--- src/rtl/counter_pkg.sv ---
// Shared types for the counter command sequencer.
// Command opcodes and sequencer states live here.
package counter_pkg;

  localparam int DATA_W_DEF = 8;

  typedef enum logic [1:0] {
    OP_NOP  = 2'b00,
    OP_LOAD = 2'b01,
    OP_UP   = 2'b10,
    OP_DOWN = 2'b11
  } cmd_op_e;

  typedef enum logic [1:0] {
    S_IDLE,
    S_LOAD,
    S_COUNT
  } seq_state_e;

endpackage

--- src/rtl/cmd_fifo.sv ---
// Synchronous command FIFO holding {op,data} entries.
// Flush clears pointers and discards a same-edge push.
module cmd_fifo #(
  parameter int DEPTH = 4,
  parameter int W     = 10
) (
  input  logic                   Clk,
  input  logic                   Reset_n,
  input  logic                   flush,
  input  logic                   push,
  input  logic                   pop,
  input  logic [W-1:0]           wdata,
  output logic [W-1:0]           rdata,
  output logic [$clog2(DEPTH):0] level,
  output logic                   empty
);
  localparam int AW = $clog2(DEPTH);
  localparam int LW = AW + 1;

  logic [W-1:0]  mem [DEPTH];
  logic [AW-1:0] wptr;
  logic [AW-1:0] rptr;
  logic          do_push;
  logic          do_pop;

  assign empty   = (level == '0);
  assign do_push = push && (level != LW'(DEPTH));
  assign do_pop  = pop && !empty;
  assign rdata   = mem[rptr];

  always_ff @(posedge Clk or negedge Reset_n) begin
    if (!Reset_n) begin
      wptr  <= '0;
      rptr  <= '0;
      level <= '0;
    end else if (flush) begin
      wptr  <= '0;
      rptr  <= '0;
      level <= '0;
    end else begin
      if (do_push) wptr <= wptr + 1'b1;
      if (do_pop)  rptr <= rptr + 1'b1;
      level <= level + LW'(do_push) - LW'(do_pop);
    end
  end

  always_ff @(posedge Clk) begin
    if (do_push && !flush) mem[wptr] <= wdata;
  end

endmodule

--- src/rtl/counter_cmd_seq.sv ---
// Queues LOAD/UP/DOWN commands and plays them out as
// registered enable/load/direction strobes to a counter.
module counter_cmd_seq
  import counter_pkg::*;
#(
  parameter int FIFO_DEPTH = 4,
  parameter int DATA_W     = DATA_W_DEF
) (
  input  logic                        Clk,
  input  logic                        Reset_n,
  input  logic                        Cmd_Valid,
  output logic                        Cmd_Ready,
  input  logic [1:0]                  Cmd_Op,
  input  logic [DATA_W-1:0]           Cmd_Data,
  input  logic                        Flush,
  output logic                        Enable_2,
  output logic                        Load_2,
  output logic                        UpDown_2,
  output logic [DATA_W-1:0]           In_Data_2,
  output logic                        Busy,
  output logic                        Done,
  output logic [$clog2(FIFO_DEPTH):0] Fifo_Level
);
  localparam int LW = $clog2(FIFO_DEPTH) + 1;

  seq_state_e        state;
  logic [DATA_W-1:0] rem;
  logic              rdy_q;
  logic              empty;
  logic              push;
  logic              pop;
  logic              last;
  logic              advance;
  logic [DATA_W+1:0] head;
  cmd_op_e           head_op;
  logic [DATA_W-1:0] head_data;
  logic              is_load;
  logic              is_run;

  // Ready is held low until the first edge after reset release.
  always_ff @(posedge Clk or negedge Reset_n) begin
    if (!Reset_n) rdy_q <= 1'b0;
    else          rdy_q <= 1'b1;
  end

  assign Cmd_Ready = rdy_q && (Fifo_Level < LW'(FIFO_DEPTH));
  assign push      = Cmd_Valid && Cmd_Ready && !Flush;

  cmd_fifo #(
    .DEPTH (FIFO_DEPTH),
    .W     (DATA_W + 2)
  ) u_fifo (
    .Clk     (Clk),
    .Reset_n (Reset_n),
    .flush   (Flush),
    .push    (push),
    .pop     (pop),
    .wdata   ({Cmd_Op, Cmd_Data}),
    .rdata   (head),
    .level   (Fifo_Level),
    .empty   (empty)
  );

  assign head_op   = cmd_op_e'(head[DATA_W+1:DATA_W]);
  assign head_data = head[DATA_W-1:0];
  assign is_load   = (head_op == OP_LOAD);
  assign is_run    = ((head_op == OP_UP) || (head_op == OP_DOWN))
                     && (head_data != '0);

  assign last    = (state == S_LOAD)
                   || ((state == S_COUNT) && (rem == '0));
  assign advance = (state == S_IDLE) || last;
  assign pop     = advance && !empty && !Flush;
  assign Busy    = (state != S_IDLE) || (Fifo_Level != '0);

  // rem counts the output cycles still owed after the current one.
  always_ff @(posedge Clk or negedge Reset_n) begin
    if (!Reset_n) begin
      state     <= S_IDLE;
      rem       <= '0;
      Enable_2  <= 1'b0;
      Load_2    <= 1'b0;
      UpDown_2  <= 1'b0;
      In_Data_2 <= '0;
      Done      <= 1'b0;
    end else if (Flush) begin
      state    <= S_IDLE;
      Enable_2 <= 1'b0;
      Load_2   <= 1'b0;
      Done     <= 1'b0;
    end else if (advance) begin
      state    <= S_IDLE;
      Enable_2 <= 1'b0;
      Load_2   <= 1'b0;
      Done     <= 1'b0;
      if (!empty) begin
        unique case (1'b1)
          is_load: begin
            state     <= S_LOAD;
            Enable_2  <= 1'b1;
            Load_2    <= 1'b1;
            In_Data_2 <= head_data;
            Done      <= 1'b1;
          end
          is_run: begin
            state    <= S_COUNT;
            Enable_2 <= 1'b1;
            UpDown_2 <= (head_op == OP_UP);
            rem      <= head_data - 1'b1;
            Done     <= (head_data == DATA_W'(1));
          end
          default: Done <= 1'b1;
        endcase
      end
    end else begin
      rem  <= rem - 1'b1;
      Done <= (rem == DATA_W'(1));
    end
  end

endmodule

--- config.mk ---
export PLATFORM = sky130hd
export DESIGN_NAME = counter_cmd_seq
export DESIGN_NICKNAME = d
export VERILOG_FILES = /design/src/rtl/counter_pkg.sv /design/src/rtl/cmd_fifo.sv /design/src/rtl/counter_cmd_seq.sv
export SDC_FILE = /design/constraint.sdc
export NUM_CORES = 1
export LEC_CHECK = 0
export ABC_CLOCK_PERIOD_IN_PS = 2750
export CORE_AREA = 2 2 69 104
export CTS_CLUSTER_DIAMETER = 80
export CTS_CLUSTER_SIZE = 40
export DETAILED_ROUTE_END_ITERATION = 8
export DIE_AREA = 0 0 71 106
export HOLD_SLACK_MARGIN = 0.06
export PLACE_DENSITY = 0.78
export SETUP_SLACK_MARGIN = 0.02
export SYNTH_ARGS = -nofsm -noshare
export SYNTH_HDL_FRONTEND = slang
export SYNTH_SLANG_ARGS = --single-unit
export TNS_END_PERCENT = 20
--- constraint.sdc ---
create_clock -name Clk -period 2.75 [get_ports Clk]
set_clock_uncertainty 0.15 [all_clocks]
set_input_delay 0.4125 -clock Clk [delete_from_list [all_inputs] [get_ports Clk]]
set_output_delay 0.4125 -clock Clk [all_outputs]
set_load 0.05 [all_outputs]
Word level (Yosys, flattened, before mapping) --
Memories as Yosys holds them, arrays and structs flattened. Index checks and enable logic that the tools add are counted.
Storage, ports and cells: register bits after elaboration 30, RAM bits 40, input bits 14, output and inout bits 17, logic and storage cells 86, memories kept 1
Memory list:
- u_fifo.mem | words 4, bits a word 10, read ports 1, clocked after Yosys merged registers in 0, write ports 1, line cmd_fifo.sv:20 | logic [W-1:0] mem [DEPTH];
Cells by class: add/sub/neg operators 6, order comparisons 1, eq/ne operators 10, muxes and demuxes 26, bitwise operators 2, reduce and logical (&&, ||, !) cells 29
Operators with widths (number):
- 8-bit 2-to-1 mux | 3
- 8-bit by 1-bit equality test with 1-bit output, second input constant | 2
- 8-bit by 1-bit subtractor with 8-bit output, second input constant | 2
- 1-bit 2-to-1 mux | 14
- 2-bit 2-to-1 mux | 7
- 1-bit logical AND | 10
- 8-bit logical NOT | 1
- 4-bit AND reduction | 2
- 2-bit nonzero test | 4
- 8-bit nonzero test | 1
- 2-bit equality test, second input constant | 3
- 2-bit by 1-bit adder with 2-bit output, second input constant | 2
- 2-bit by 1-bit equality test with 1-bit output, second input constant | 2
- 1-bit logical OR | 4
- 2-bit one-hot mux with 2 select lines | 1
- 3-bit by 1-bit adder with 3-bit output | 1
- 3-bit logical NOT | 1
- 3-bit less-than comparator, second input constant | 1
- 3-bit 2-to-1 mux | 1
- 3-bit inequality test, second input constant | 1
- 3-bit AND reduction | 1
- 3-bit nonzero test | 1
- 3-bit by 1-bit subtractor with 3-bit output | 1
- 1-bit logical NOT | 2
- other kinds (5) | 6

Logic depth before layout (Yosys ltp) --
Gate-level depths: netlist (run 1).
depth after elaboration 9, gate-level depth with buffers 13, mapped depth without buffers 12

Hierarchy --
From an unflattened synthesis (run 1), not the netlist that was laid out.
Unflattened totals: cells, all modules 228, area, all modules 3316.9 um^2
By module, submodules not included:
- cmd_fifo | instances 1, cells an instance 99, area an instance 1954.4 um^2, seq. area each 1376.3 um^2
- counter_cmd_seq | instances 1, cells an instance 129, area an instance 1362.6 um^2, seq. area each 550.5 um^2

Least setup slack after synthesis (run 1) --
No wires, ideal clock.
path type register -> register, start reg rem[3], end reg u_fifo.level[2], setup time 0.131 ns, data arrival time 2.671 ns, setup slack -0.202 ns, stages on the path, launching flop included 13, buffers on the path 2, clock period less this slack 2.952 ns, path through dfrtp_1 or3_1 clkbuf_1 o41a_1 buf_2 nor3_4 ha_1 inv_1 ha_1 inv_1 fa_1 xnor2_1 nor2_1
On the way: longest elaborated chain between the ends 9
Ends and longest elaborated chain:
- start, declared | line counter_cmd_seq.sv:27 | logic [DATA_W-1:0] rem;
- start signal, assigned | line counter_cmd_seq.sv:109 | rem <= head_data - 1'b1;
- start signal, assigned | line counter_cmd_seq.sv:116 | rem <= rem - 1'b1;
- 8-bit logical NOT | line counter_cmd_seq.sv:71 | || ((state == S_COUNT) && (rem == '0));
- 1-bit logical AND | line counter_cmd_seq.sv:71
- 1-bit logical OR | line counter_cmd_seq.sv:71
- 1-bit logical OR | line counter_cmd_seq.sv:72 | assign advance = (state == S_IDLE) || last;
- 1-bit logical AND (2 in a row) | line counter_cmd_seq.sv:73 | assign pop = advance && !empty && !Flush;
- 1-bit logical AND | line cmd_fifo.sv:28 | assign do_pop = pop && !empty;
- 3-bit by 1-bit subtractor with 3-bit output | line cmd_fifo.sv:43 | level <= level + LW'(do_push) - LW'(do_pop);
- 3-bit 2-to-1 mux | line cmd_fifo.sv:36 | end else if (flush) begin
- end signal, assigned | line cmd_fifo.sv:43
- end, declared | line cmd_fifo.sv:14 | output logic [$clog2(DEPTH):0] level,
Every way passes these cells. A chain may end at the register's enable or synchronous reset.

Final worst setup path (run 1) --
start reg u_fifo.rptr[0], end reg Done
On the way: longest elaborated chain between the ends 8, elaborated cells on any way between the ends 11, classes of those cells 3 x eq/ne; 4 x mux; 3 x reduce/logical; 1 x memory
Ends and longest elaborated chain:
- start, declared | line cmd_fifo.sv:22 | logic [AW-1:0] rptr;
- start signal, assigned | line cmd_fifo.sv:42 | if (do_pop) rptr <= rptr + 1'b1;
- memory read 4 x 10 bit (*)
- 2-bit equality test | line counter_cmd_seq.sv:67 | assign is_run = ((head_op == OP_UP) || (head_op == OP_DOWN))
- 1-bit logical OR | line counter_cmd_seq.sv:67
- 1-bit logical AND | line counter_cmd_seq.sv:68 | && (head_data != '0);
- 1-bit 2-to-1 mux (*) | line counter_cmd_seq.sv:97 | unique case (1'b1)
- 1-bit 2-to-1 mux (*) | line counter_cmd_seq.sv:96 | if (!empty) begin
- 1-bit 2-to-1 mux (*) | line counter_cmd_seq.sv:91 | end else if (advance) begin
- 1-bit 2-to-1 mux (*) | line counter_cmd_seq.sv:86 | end else if (Flush) begin
- end signal, assigned | line counter_cmd_seq.sv:110 | Done <= (head_data == DATA_W'(1));
- end signal, assigned | line counter_cmd_seq.sv:117 | Done <= (rem == DATA_W'(1));
- end, declared | line counter_cmd_seq.sv:21 | output logic Done,
Mark *: on every way between the ends. The rest lies on a longest branch, timed or not.

==> results of run 1 <==
cell families (layout without fill, tap and decap cells):
kind of cell	count (synthesis)	in the layout
compound gates	43	43
other cells	1	1
fa+ha+maj	12	12
buf+inv	21	95
flops	69	69
mux	19	19
simple gates	54	54
xor+xnor	7	7
cell usage in the layout, fill, tap and decap left out, types with 2 or more instances in the layout:
master,Yosys,layout
nor2b_1,3,2
xnor2_1,5,4
or3_1,8,5
mux4_1,2,2
ha_1,11,11
buf_4,0,36
clkbuf_8,0,9
o2bb2ai_1,3,3
bufinv_16,0,2
and2_1,4,4
xor2_1,2,2
inv_1,12,9
dfrtp_1,29,29
nor3_1,4,4
o41a_1,2,2
mux2_2,8,8
a32oi_1,2,2
inv_2,0,3
inv_6,0,3
o31ai_1,2,2
nand2_1,4,4
nor2_1,17,17
a211o_1,2,2
a21oi_1,9,9
clkdlybuf4s50_1,0,29
nand3_1,4,4
nand2b_1,3,3
or3_4,0,3
or4_4,2,2
edfxtp_1,40,40
o21ai_0,10,10
mux4_2,8,8
worst max-delay path, cell delays in order, from the launching register on:
cell,delay (ns)
dfrtp_1,0.41
buf_6,0.15
buf_4,0.12
mux4_2,0.50
or4_4,0.58
o41ai_4,0.39
buf_4,0.16
a32oi_1,0.05
nor2_1,0.12
layer usage:
layer,routed length [µm],vias up
met5,0,-
met4,129,0
met3,271,11
met2,3890,61
met1,2490,1071
li1,-,989
registers in the layout, indices dropped and copies added, names as in the netlist:
signal and count:
Done 1, Enable_2 1, In_Data_2 8, Load_2 1, UpDown_2 1, rdy_q 1
rem 8, state 1, u_fifo.level 3, u_fifo.mem 40, u_fifo.rptr 2, u_fifo.wptr 2
stage by stage:
step	util (%)	worst slack, ns	std cells
after floorplan	-	-0.0697	226
after global placement	56.7	-0.00200	358
after detailed placement	56.7	-0.0284	358
after CTS	60.2	0.0211	374
after global routing	61.4	-0.0161	378
final	61.4	0.0505	378
power by group through the flow:
stage	combinational [mW]	clock [mW]	sequential (mW)
3_5_place_dp	1.90	0	1.44
6_report	2.02	0.949	1.42
2_1_floorplan	0.939	0	1.74
4_1_cts	1.92	0.967	1.42
3_3_place_gp	1.87	0	1.43
5_1_grt	2.17	1.01	1.45
final cells by class:
type,count,area [µm²]
multi-input combinational,136,1240
clock inverter,7,105
sequential,69,1930
inverter,13,51.3
fill,492,2590
tap,78,97.6
clock buffer,9,124
timing repair buffer,66,572
worst min-delay path by stage:
stage	endpoint	slack [ns]	cells after the start
finish	u_fifo.level[2]	0.29	2
global route	u_fifo.level[2]	0.34	2
CTS	u_fifo.level[1]	0.31	2
detailed placement	In_Data_2[6]	0.35	1
global placement	rem[5]	0.32	1
floorplan	Done	-0.03	0
what timing repair did:
item | in CTS | in global routing
buffers inserted | 0 | 4
resized for setup | 1 | 10
endpoints found under the setup margin | 1 | 11
pin swaps | 0 | 5
hold buffers | 0 | 0
==> impl_results.md, run 1 <==
- Cells after Synth: 226
- Via density: 5.64
- Compound-Gate Fraction of Synth Area: 10.1%
- Post-detail-place hpwl: 4.74 mm
- Clk_lat worst skew: 0.35 ns
- Die Wd: 71 µm
- CTS tree: done
- Sw frac: 38.8%
- Final #Nets: 321
- Relative slew slack: 66.7%
- Synth cell types: 50
- Mux share of post-synthesis cell area: 10.4%
- Post-Synth Simple-Gate Area: 9.53%
- Hold WC Path Type: in -> async
- Syn_nets: 252
- Reg2reg setup slack: 0.05 ns
- Status: complete, no violations
- Final period util: 98.2%
- Met1 Resource Use GR: 21.3%
- Final instance area: 4120 µm²
- Worst-path clk slew: 0.08 ns
- Pwr Density: 1070 nW/µm²
- Fin crit period: 2.70 ns
- Ant. Diodes: 0
- TritonCTS Buffers: 9
- F_max: 370 MHz
- Largest family of logic cells by synthesized area: multiplexers
- Root Buffer Master: clkbuf_8
- Hold Vio Cnt, Final: 0
- Gr busiest metal: met2
- Fraction of layout cells with a size suffix above 1: 29.3%
- RSZ-0062 raised after global routing: true
- R2r endpoint: Done
- DRT Pass-1 Iters: 4
- CP endpoint: Done
- Critical path startpoint: u_fifo.rptr[0]
- VDD IR-drop max: 0.622 mV
- Initial antenna violation count: 0
- Area growth syn-to-layout: 28.7%
- Die Area: 7530 µm²
- Xor/xnor share of the synthesized area: 1.91%
- Largest net degree at the start of global routing: 30
- WP data required: 2.88 ns
- Sw Pwr: 1.70 mW
- Synth top area share: 37.5%
- Clk pwr share: 21.6%
- Yosys warns: 0
- Met3 Resource Use GR: 4.64%
- DIE HEIGHT: 106 µm
- Start of the worst register-to-register path: u_fifo.rptr[0]
- DRC: 0
- Crit path DAT: 2.83 ns
- Htree depth: 3
- Internal Power: 2.69 mW
- Port buffer count: 30
- Top cells by count, synth: edfxtp_1 (40), dfrtp_1 (29), nor2_1 (17), inv_1 (12), ha_1 (11)
- Post-synth ARST share: 42.0%
- Post-Synth Adder-Cell Area: 4.92%
- # IOs: 31
- DRT antenna net count: 0
- # Max-Cap Violations: 0
- Clock Sinks: 69
- Routability cong.: 0.822
- Hold_ws: 0.294 ns
- M2 GR Usage: 34.8%
- Primary FF master, synth: edfxtp_1
- Critical Path Source Type: register
- Placed Area: 3810 µm²
- Clock Path Buffers: 2
- Yosys top cell by area: edfxtp_1
- P_leak: 1.61 nW
- Setup crit end kind: register
- EDFF count, synth: 40
- Slew @ Worst Pin: 0.498 ns
- Largest cells by area after synthesis: edfxtp_1 (38%), dfrtp_1 (23%), mux4_2 (5.6%), ha_1 (4.3%), mux2_2 (2.8%)
- Most frequent cell after synthesis: edfxtp_1
- Wire per inst: 17.9 µm
- Register bit total from synthesis: 69
- Routed wire length: 6.79 mm
- Total Routing Usage GR: 19.4%
- Reg2Reg Depth: 8
- Logic pwr share: 46.0%
- Sequential fraction of the synthesis area: 60.2%
- Initial Utilization: 47.7%
- Total vias in the final route: 2132
- Initial drt markers: 127
- Flop pwr share: 32.4%
- Post-synthesis cell area: 3200 µm²
- Avg Synthesized Cell Area: 14.2 µm²
- Vias in the first global route: 2271
- Row count: 37
- Grt total ovfl: 0
- Global-route wire length before repair: 11.0 mm
- Max Transition Viols Final: 0
- Core Footprint: 6710 µm²
- Total power: 4.40 mW
- Finish-stage setup viols: 0
- Critical setup path kind: reg -> reg
- Sum Neg Setup Slack: 0 ns
- Max FO, Critical Path: 5
No activity file was read; power rests on OpenSTA's default activity.
==> inputs of run 2 (changes only) <==
==> config.mk (replaced) <==
export PLATFORM = sky130hd
export DESIGN_NAME = counter_cmd_seq
export DESIGN_NICKNAME = d
export VERILOG_FILES = /design/src/rtl/counter_pkg.sv /design/src/rtl/cmd_fifo.sv /design/src/rtl/counter_cmd_seq.sv
export SDC_FILE = /design/constraint.sdc
export NUM_CORES = 1
export LEC_CHECK = 0
export ABC_AREA = 1
export ABC_CLOCK_PERIOD_IN_PS = 2500
export CORE_AREA = 2 2 70 105
export CTS_CLUSTER_DIAMETER = 80
export CTS_CLUSTER_SIZE = 40
export DETAILED_ROUTE_END_ITERATION = 8
export DIE_AREA = 0 0 72 107
export HOLD_SLACK_MARGIN = 0.06
export PLACE_DENSITY = 0.75
export SETUP_SLACK_MARGIN = 0.02
export SYNTH_ARGS = -nofsm -noshare
export SYNTH_HDL_FRONTEND = slang
export SYNTH_SLANG_ARGS = --single-unit
export TNS_END_PERCENT = 10
==> constraint.sdc (replaced) <==
create_clock -name Clk -period 2.5 [get_ports Clk]
set_clock_uncertainty 0.15 [all_clocks]
set_input_delay 0.375 -clock Clk [delete_from_list [all_inputs] [get_ports Clk]]
set_output_delay 0.375 -clock Clk [all_outputs]
set_load 0.05 [all_outputs]
==> impl_results.md, run 2 <==
- Vias in the first global route: 2493
- Die Wd: 72 µm
- Sum Neg Setup Slack: 0 ns
- Pre-CTS WS: 0.0257 ns
- Crit path DAT: 2.52 ns
- Root Buffer Master: clkbuf_8
- CTS tree: done
- Setup crit end kind: register
- Worst-path clk slew: 0.07 ns
- # fillers: 575
- Yosys top cell by area: edfxtp_1
- Slew @ Worst Pin: 0.501 ns
- Die Area: 7700 µm²
- Fin crit period: 2.39 ns
- Fraction of layout cells with a size suffix above 1: 13.8%
- Max reg flops: 40
- # Max-Cap Violations: 0
- Initial antenna violation count: 0
- Clock Path Buffers: 2
- Core Footprint: 6810 µm²
- Commonest non-fill, non-tap cells in the layout: nand2_1 (111), nand3_1 (41), edfxtp_1 (40)
- Primary FF master, synth: edfxtp_1
- Placed Area: 3730 µm²
- Reg2reg setup slack: 0.11 ns
- Grt total ovfl: 0
- Clk_lat worst skew: 0.35 ns
- TritonCTS Buffers: 9
- Initial Utilization: 48.3%
- Syn_nets: 376
- DIE HEIGHT: 107 µm
- Xor/xnor share of the synthesized area: 1.07%
- Relative slew slack: 66.5%
- Post-Synth Simple-Gate Area: 24.4%
- Post-synthesis cell area: 3280 µm²
- Mux share of post-synthesis cell area: 0%
- Hold Vio Cnt, Final: 0
- Critical Path Source Type: register
- Synth cell types: 31
- Row count: 37
- Finish-stage setup viols: 0
- Clock Sinks: 69
- DRC: 0
- Area growth syn-to-layout: 21.4%
- Largest reg by FF count: u_fifo.mem
- RSZ-0062 raised after global routing: true
- EDFF count, synth: 40
- CTS Hold Bufs: 0
- Cells after Synth: 350
- Status: complete, no violations
- Final #Nets: 426
- Sequential fraction of the synthesis area: 58.7%
- DRT Pass-1 Iters: 4
- Post-detail-place hpwl: 4.74 mm
- Routed wire length: 6.71 mm
- Critical setup path kind: reg -> reg
- Final instance area: 3990 µm²
- DRT antenna net count: 0
- Most frequent cell after synthesis: nand2_1
- Port buffer count: 30
- Htree depth: 3
- Compound-Gate Fraction of Synth Area: 4.53%
- Max Transition Viols Final: 0
- Top cells by count, synth: nand2_1 (111), nand3_1 (43), edfxtp_1 (40), inv_1 (33), dfrtp_1 (29)
- Avg Synthesized Cell Area: 9.38 µm²
- Total power: 4.84 mW
- Largest family of logic cells by synthesized area: simple AND/OR/NAND/NOR gates
- Biggest regs: u_fifo.mem x40, In_Data_2 x8, rem x8
- P_leak: 1.77 nW
- Post-Synth Adder-Cell Area: 4.80%
- Hold WC Path Type: in -> async
- Pwr Density: 1220 nW/µm²
- Post-synth ARST share: 42.0%
- Via density: 5.12
- Synth top area share: 36.6%
- F_max: 418 MHz
- Largest net degree at the start of global routing: 30
- Final design utilization: 58.6%
- Register bit total from synthesis: 69
- Most common cell after layout, fill and taps aside: nand2_1
- Ant. Diodes: 0
- Global-route wire length before repair: 11.4 mm
- Max FO, Critical Path: 4
- # IOs: 31
- Initial drt markers: 158
- Routability cong.: 0.899
- Largest cells by area after synthesis: edfxtp_1 (37%), dfrtp_1 (22%), nand2_1 (13%), nand3_1 (6.6%), ha_1 (4.2%)
- Wire per inst: 13.9 µm
- Final worst setup slack: 0.109 ns
- Yosys warns: 0
- VDD IR-drop max: 0.607 mV
- Total vias in the final route: 2475
- Final period util: 95.6%
- WP data required: 2.62 ns
- Total Routing Usage GR: 19.8%
[run 2: changes by cell type in the layout (fill, tap and decap cells not counted), sizes merged, moves of 4 or more]
| cell | before | now |
|---|---|---|
| xnor2 | 5 | 1 |
| buf | 37 | 18 |
| nand2 | 4 | 117 |
| and2 | 4 | 0 |
| a21oi | 9 | 4 |
| mux4 | 10 | 0 |
| or3 | 8 | 0 |
| nand3 | 4 | 44 |
| mux2 | 8 | 0 |
| nor2 | 17 | 25 |
| inv | 17 | 36 |
| o21ai | 10 | 21 |
| nor3 | 5 | 1 |
[run 2: per-layer routing]
layer	track usage [%]	part of all wire, %	vias to the layer above
li1	-	-	1240
met2	33.6	54	48
met4	12.1	3.8	0
met1	21.4	39	1166
met3	5.73	3.3	21
met5	0	0	-
[run 2: cells by family (layout without fill, tap and decap cells)]
logic type | Yosys count | after routing
xor gates and xnor gates | 4 | 4
and+or+nand+nor | 190 | 190
DFF | 69 | 69
adders and majority gates | 12 | 12
other | 1 | 1
AOI/OAI and AO/OA | 28 | 28
buffers and inverters | 46 | 101
[run 2: layout make-up]
class,instances,area (µm²),area share (%)
sequential,69,1930,48.4
multi-input combinational,235,1190,29.8
timing repair buffer,48,438,11.0
clock buffer,12,145,3.64
inverter,37,139,3.48
tap,78,97.6,2.45
clock inverter,4,50.0,1.26
[run 2: path summary, 6_finish.rpt]
check	startpoint	to	depth (start not counted)
max	rem[5]	u_fifo.level[2]	14
min reg2reg	In_Data_2[0]	In_Data_2[0]	2
min	Reset_n	u_fifo.wptr[0]	2
min in group Clk	In_Data_2[0]	In_Data_2[0]	2
max reg2reg	rem[5]	u_fifo.level[2]	14
max in group asynchronous	Reset_n	u_fifo.level[1]	2
[run 2: repair_timing]
item | in CTS | in global routing
buffers inserted | 0 | 3
setup endpoints to repair | 0 | 3
gates resized for setup | 0 | 10
[run 2: stage by stage]
step                instances  hold WS (ns)
global placement          464         0.318
global route              483         0.287
CTS                       480         0.264
detailed placement        464         0.328
finish                    483         0.252
floorplan                 350       -0.0706
[run 2: critical path: stages, from the launching register on]
cell and delay (ns):
dfrtp_1 0.42, nor2_2 0.16, nand3_2 0.11, nor2_4 0.13, nand3_2 0.07, nand2_2 0.07, nand2_1 0.07, inv_2 0.06
ha_1 0.21, inv_1 0.05, ha_1 0.15, inv_1 0.06, fa_2 0.33, and3_4 0.17, nor3_2 0.09
[run 2: where the power goes]
group	leakage, nW	internal, mW	total, mW	switching (mW)
registers	0.732	1.41	1.56	0.147
clock network	0.0926	0.487	0.900	0.413
logic	0.950	0.825	2.39	1.56
total	1.77	2.72	4.84	2.12
